**src/rtl/stopwatch_pkg.sv**
```systemverilog
// stopwatch_pkg: shared states, digit-select codes and default timing constants for the stopwatch controller.
package stopwatch_pkg;
  typedef enum logic [1:0] {
    PAUSED = 2'd0,
    RUN    = 2'd1,
    ADJUST = 2'd2
  } sw_state_t;
  localparam logic [1:0] SEL_SEC_ONES = 2'd0;
  localparam logic [1:0] SEL_SEC_TENS = 2'd1;
  localparam logic [1:0] SEL_MIN_ONES = 2'd2;
  localparam logic [1:0] SEL_MIN_TENS = 2'd3;
  localparam int TICK_DIV_DEF  = 100_000_000;
  localparam int DB_CYCLES_DEF = 1_000_000;
  function automatic logic [3:0] sel_onehot(input logic [1:0] sel);
    return 4'b0001 << sel;
  endfunction
endpackage

```
**src/rtl/btn_debounce.sv**
```systemverilog
// btn_debounce: 2-FF synchronizer, stability-count debouncer and one-cycle press pulse on a debounced rising edge.
module btn_debounce
  import stopwatch_pkg::*;
#(
  parameter int DB_CYCLES = DB_CYCLES_DEF
) (
  input  logic clk_c,
  input  logic reset_c,
  input  logic btn,
  output logic press
);
  localparam int CW = $clog2(DB_CYCLES + 1);
  logic [1:0]    sync;
  logic          level;
  logic          level_d;
  logic [CW-1:0] cnt;
  always_ff @(posedge clk_c or posedge reset_c) begin
    if (reset_c) begin
      sync    <= '0;
      level   <= 1'b0;
      level_d <= 1'b0;
      cnt     <= '0;
      press   <= 1'b0;
    end else begin
      sync    <= {sync[0], btn};
      level_d <= level;
      press   <= level & ~level_d;
      // any cycle agreeing with the accepted level restarts the stability count
      if (sync[1] == level) cnt <= '0;
      else if (cnt == CW'(DB_CYCLES - 1)) begin
        level <= sync[1];
        cnt   <= '0;
      end else cnt <= cnt + CW'(1);
    end
  end
endmodule

```
**src/rtl/stopwatch_ctrl.sv**
```systemverilog
// stopwatch_ctrl: button/switch conditioning, 1 Hz / 2 Hz timing and run/pause/adjust sequencing for the MM:SS counter.
// Optional macro STOPWATCH_AUTOSTOP_EN: a count issued at 59:59 also drops RUN back to PAUSED.
module stopwatch_ctrl
  import stopwatch_pkg::*;
#(
  parameter int TICK_DIV  = TICK_DIV_DEF,
  parameter int DB_CYCLES = DB_CYCLES_DEF
) (
  input  logic       clk_c,
  input  logic       reset_c,
  input  logic       btn_pause,
  input  logic       btn_rst,
  input  logic       sw_adj,
  input  logic [1:0] sw_sel,
  input  logic       at_max,
  output logic       count_en,
  output logic       clr,
  output logic       load,
  output logic [1:0] adj_sel,
  output logic       running,
  output logic       adjusting,
  output logic [3:0] blink_mask
);
  localparam int DW = $clog2(TICK_DIV);
  logic          pause_p;
  logic          rst_p;
  logic [1:0]    adj_sync;
  logic [1:0]    sel_s1;
  logic [1:0]    sel_s2;
  logic          adj_s;
  logic [DW-1:0] div;
  logic [DW-1:0] div_n;
  logic          tick1;
  logic          tick2;
  logic          phase;
  logic          phase_n;
  logic          count_en_n;
  logic          load_n;
  sw_state_t     state;
  sw_state_t     state_n;
  btn_debounce #(.DB_CYCLES(DB_CYCLES)) u_db_pause (
    .clk_c  (clk_c),
    .reset_c(reset_c),
    .btn    (btn_pause),
    .press  (pause_p)
  );
  btn_debounce #(.DB_CYCLES(DB_CYCLES)) u_db_rst (
    .clk_c  (clk_c),
    .reset_c(reset_c),
    .btn    (btn_rst),
    .press  (rst_p)
  );
  assign adj_s   = adj_sync[1];
  assign tick1   = div == DW'(TICK_DIV - 1);
  assign tick2   = tick1 | (div == DW'(TICK_DIV / 2 - 1));
  assign phase_n = phase ^ tick2;
`ifndef STOPWATCH_AUTOSTOP_EN
  logic unused_at_max;
  assign unused_at_max = at_max;
`endif
  always_comb begin
    state_n = state;
    if (adj_s && state != ADJUST) state_n = ADJUST;
    else if (state == ADJUST && !adj_s) state_n = PAUSED;
    else if (rst_p) state_n = (state == ADJUST) ? ADJUST : PAUSED;
    else if (pause_p) state_n = (state == PAUSED) ? RUN : (state == RUN) ? PAUSED : ADJUST;
`ifdef STOPWATCH_AUTOSTOP_EN
    else if (state == RUN && count_en && at_max) state_n = PAUSED;
`endif
    count_en_n = state == RUN && tick1 && !rst_p && !adj_s;
    load_n     = state == ADJUST && adj_s && pause_p && !rst_p;
    // restarting on start gives a full second before the first count
    div_n      = (rst_p || (state == PAUSED && state_n == RUN) || tick1) ? '0 : div + DW'(1);
  end
  always_ff @(posedge clk_c or posedge reset_c) begin
    if (reset_c) begin
      state      <= PAUSED;
      div        <= '0;
      phase      <= 1'b0;
      adj_sync   <= '0;
      sel_s1     <= '0;
      sel_s2     <= '0;
      count_en   <= 1'b0;
      clr        <= 1'b0;
      load       <= 1'b0;
      adj_sel    <= '0;
      running    <= 1'b0;
      adjusting  <= 1'b0;
      blink_mask <= '0;
    end else begin
      state      <= state_n;
      div        <= div_n;
      phase      <= phase_n;
      adj_sync   <= {adj_sync[0], sw_adj};
      sel_s1     <= sw_sel;
      sel_s2     <= sel_s1;
      count_en   <= count_en_n;
      clr        <= rst_p;
      load       <= load_n;
      adj_sel    <= sel_s2;
      running    <= state_n == RUN;
      adjusting  <= state_n == ADJUST;
      blink_mask <= (state_n == ADJUST && phase_n) ? sel_onehot(sel_s2) : '0;
    end
  end
endmodule

```
**config.mk**
```make
export PLATFORM = sky130hd
export DESIGN_NAME = stopwatch_ctrl
export DESIGN_NICKNAME = d
export VERILOG_FILES = /design/src/rtl/stopwatch_pkg.sv /design/src/rtl/btn_debounce.sv /design/src/rtl/stopwatch_ctrl.sv
export SDC_FILE = /design/constraint.sdc
export NUM_CORES = 1
export LEC_CHECK = 0
export CAP_MARGIN = 20
export CORE_MARGIN = 5
export CORE_UTILIZATION = 40
export DETAILED_ROUTE_END_ITERATION = 10
export GPL_ROUTABILITY_DRIVEN = 0
export HOLD_SLACK_MARGIN = 0.06
export PLACE_DENSITY = 0.6
export SLEW_MARGIN = 20
export SYNTH_ARGS = -nofsm -noshare
export SYNTH_HDL_FRONTEND = slang
export SYNTH_HIERARCHICAL = 1
export SYNTH_SLANG_ARGS = --single-unit
export TNS_END_PERCENT = 100
```
**constraint.sdc**
```tcl
create_clock -name clk_c -period 2.9 [get_ports clk_c]
set_input_delay 0.435 -clock clk_c [delete_from_list [all_inputs] [get_ports clk_c]]
set_output_delay 0.435 -clock clk_c [all_outputs]
set_load 0.01 [all_outputs]
```
==> metrics.txt <==
status completed; register bit total from synthesis 97; cts bufs inserted 9; fraction of layout cells with a size suffix above 1 9.783%; WP data required around 3.2 ns; RSZ-0062 raised after global routing no; Unique masters post-synth 46; Setup CP Type reg2reg; H-tree levels 3; CTS tree built; R2R Path End div[23]; Critical-path top delay cell or4_1; internal power 2.268 mW; Reg power frac 49.1%; Fmax achieved 0.4785 GHz; PortBufs 17; Routed Antenna Nets 0; Final min period ~2.1 ns; GR Overflow Total 0; CP arrival 2.35 ns; die area 0.01375 mm^2; Core Area 0.01137 mm^2; syn avg cell area 10.66 um^2; element type at the critical path end flop; vias per inst approximately 5.4; Synth area leaders dfrtp_1, nor2_1, xnor2_1; Sw Pwr 0.5505 mW; ys async rst share 100.0%; Fin. Hold Viols 0; Resize count post-CTS 0; reg-to-reg slack, setup 0.81 ns; CP max stage delay 0.69 ns; hold_buf cts 0; synthesized cell area 0.004603 mm^2; Post-synth EDFFs 0; max-slew violations 0; first-pass GRT wire length 15,200 um; MaxCap Viol Count 0; Worst-Margin Slew 0.6254 ns; setup TNS 0 ns; startpoint types flop; Die H 117.3 um; switching share of power 19.53%; initial antenna violation count 0; worst path bufs/invs 0; worst reg2reg path depth 4; Clk Latency, worst-skew pair between 0.3 and 0.4 ns; warning count from the yosys run 6; clk root buf clkbuf_16; vias in the first global route 3,208; post-synthesis sequential area ratio 52.73%; Final Setup Violations 0; clk slew on worst S/H paths 0.06 ns; # Post-CTS Setup Buffers 0; Worst R2R Start div[7]; Clock Path Buffers 2; FILL cells 1,060; Syn-to-layout area delta 14.35%; die width 117.3 um; Most Frequent Cell on Critical Path or4_1; Clock Power Share 48.1%; GRT Overall Usage 13.89%; Gate Count Post-Synth 432; Slew HR 58.16%; Core Rows 39; Clock Skew just over 0.005 ns; Pwr Density between 500 and 600 mW/mm^2; Post-Syn Nets 443; initial core utilization 40.49%; Routed WL per cell 14.04 um; hold wc startpoint sel_s1[1]; Ports 19; DR vias 3,281; static leakage 2.217 nW; commonest register cell after synthesis dfrtp_1; worst-path cell chain nand4_2 > or4_1 > or4_1 > a21oi_1; Nets 466; largest net degree at the start of global routing 48; 1st-iter DRT viols ~140; Critical Path Fanout Max 8; DPL Wire Length 5731 um; Tcrit/Tclk final 72.06%; drt pass-1 iters 4; cell family contributing the most delay on the critical path simple AND/OR/NAND/NOR gates; drt drc 0; Ant. Diodes 0; combinational power share 2.8%; WHS Path Cells 0; Min-Delay Endpoint sel_s2[1]; Post-Route WL 8464 um; Finished Core Util 46.30%; post-synth top area cell dfrtp_1; Max VDD drop 0.3385 mV; post-synth top area share 52.73%; CTS sink cnt 97; hold crit path type reg2reg
[worst reg2reg max path, cell delays in order (launching register included)]
cell	delay (ns)
dfrtp_1	0.49
nand4_2	0.14
or4_1	0.69
or4_1	0.55
a21oi_1	0.15
[layout make-up]
class	instances	area, um^2	share of cell area [%]
well taps	143	178.9	3.399
multi-input cells	313	2052	38.98
flip-flops and latches	97	2427	46.11
inverters	10	37.54	0.7131
clock buffers	12	246.5	4.683
repair buffers	24	222.7	4.231
clock inverters	4	98.84	1.878
[cells by family after synthesis]
group	share of synthesized area (%)
buffers and inverters	2.691
multiplexers	2.011
adder cells (fa/ha/maj)	0.8155
AO/OA/AOI/OAI	7.475
flip-flops	52.73
AND/OR/NAND/NOR	26.66
XOR/XNOR	7.611
[synthesized netlist by cell type, types with 3 or more instances]
cell      number
o21ai_0       11
and4_1         9
nor2_1        49
nand3_1       24
nor3_1         9
buf_2          3
nor2b_1        4
nor4b_1        3
nand4b_1       5
nand2_1       25
and3_2         3
clkbuf_1       3
dfrtp_1       97
xor2_1        19
ha_1           3
xnor2_1       21
or3_1          9
and4_2         3
mux2i_1        7
and3_1         5
buf_6          5
inv_1         10
nor4_1         8
nand4_1       21
a21oi_1       25
o31ai_1        9
or4_1         12
[metal layers]
| layer | up-vias | share of wire [%] | global-route usage, % | routed length [um] |
|---|---|---|---|---|
| li1 | 1619 | - | - | - |
| met1 | 1605 | 48 | 18.46 | 4091 |
| met2 | 48 | 47 | 22.02 | 3969 |
| met3 | 9 | 3.3 | 3.702 | 277 |
| met4 | 0 | 1.5 | 4.740 | 126 |
| met5 | - | 0 | 0 | 0 |
[state kept, by name (all words and copies together), names as in the netlist, 2 cells and up]
| register | cells |
|---|---|
| adj_sel | 2 |
| adj_sync | 2 |
| blink_mask | 4 |
| div | 27 |
| sel_s1 | 2 |
| sel_s2 | 2 |
| state | 2 |
| u_db_pause/cnt | 20 |
| u_db_pause/sync | 2 |
| u_db_rst/cnt | 20 |
| u_db_rst/sync | 2 |
[worst max-delay path by stage]
stage,from,to,depth (start not counted)
CTS,div[7],div[25],4
global placement,div[7],blink_mask[0],4
detailed placement,div[7],blink_mask[3],4
finish,div[7],div[23],4
floorplan,div[16],phase,6
global route,div[7],div[23],4
[cell usage in the layout (no fill, tap or decap), types with 11 or more instances in the layout]
master           netlist  final
dfrtp_1               97     97
nor2_1                49     49
a21oi_1               25     25
nand2_1               25     25
nand3_1               24     24
nand4_1               21     21
xnor2_1               21     21
xor2_1                19     19
clkdlybuf4s50_1        0     17
or4_1                 12     12
o21ai_0               11     11
[through the flow]
| stage | total power, mW | std cells | area [um^2] | setup slack, ns | hold WS, ns |
|---|---|---|---|---|---|
| 5_1_grt | 2.933 | 603 | 5264 | 0.6740 | 0.3663 |
| 3_3_place_gp | 1.488 | 587 | 4918 | 0.8566 | 0.3320 |
| 2_1_floorplan | 1.457 | 432 | 4603 | 0.9338 | 0.3312 |
| 4_1_cts | 2.865 | 603 | 5264 | 0.8247 | 0.3512 |
| 6_report | 2.819 | 603 | 5264 | 0.8102 | 0.3482 |
| 3_5_place_dp | 1.490 | 587 | 4918 | 0.8425 | 0.3363 |
[power by group through the flow]
stage | Sequential (mW) | Combinational (mW) | Clock (mW)
2_1_floorplan | 1.41 | 0.0515 | 0
3_3_place_gp | 1.41 | 0.0811 | 0
3_5_place_dp | 1.41 | 0.0824 | 0
4_1_cts | 1.38 | 0.0828 | 1.40
5_1_grt | 1.38 | 0.0923 | 1.46
6_report | 1.38 | 0.0791 | 1.36
Note: power is estimated with default switching activity, not from simulation.
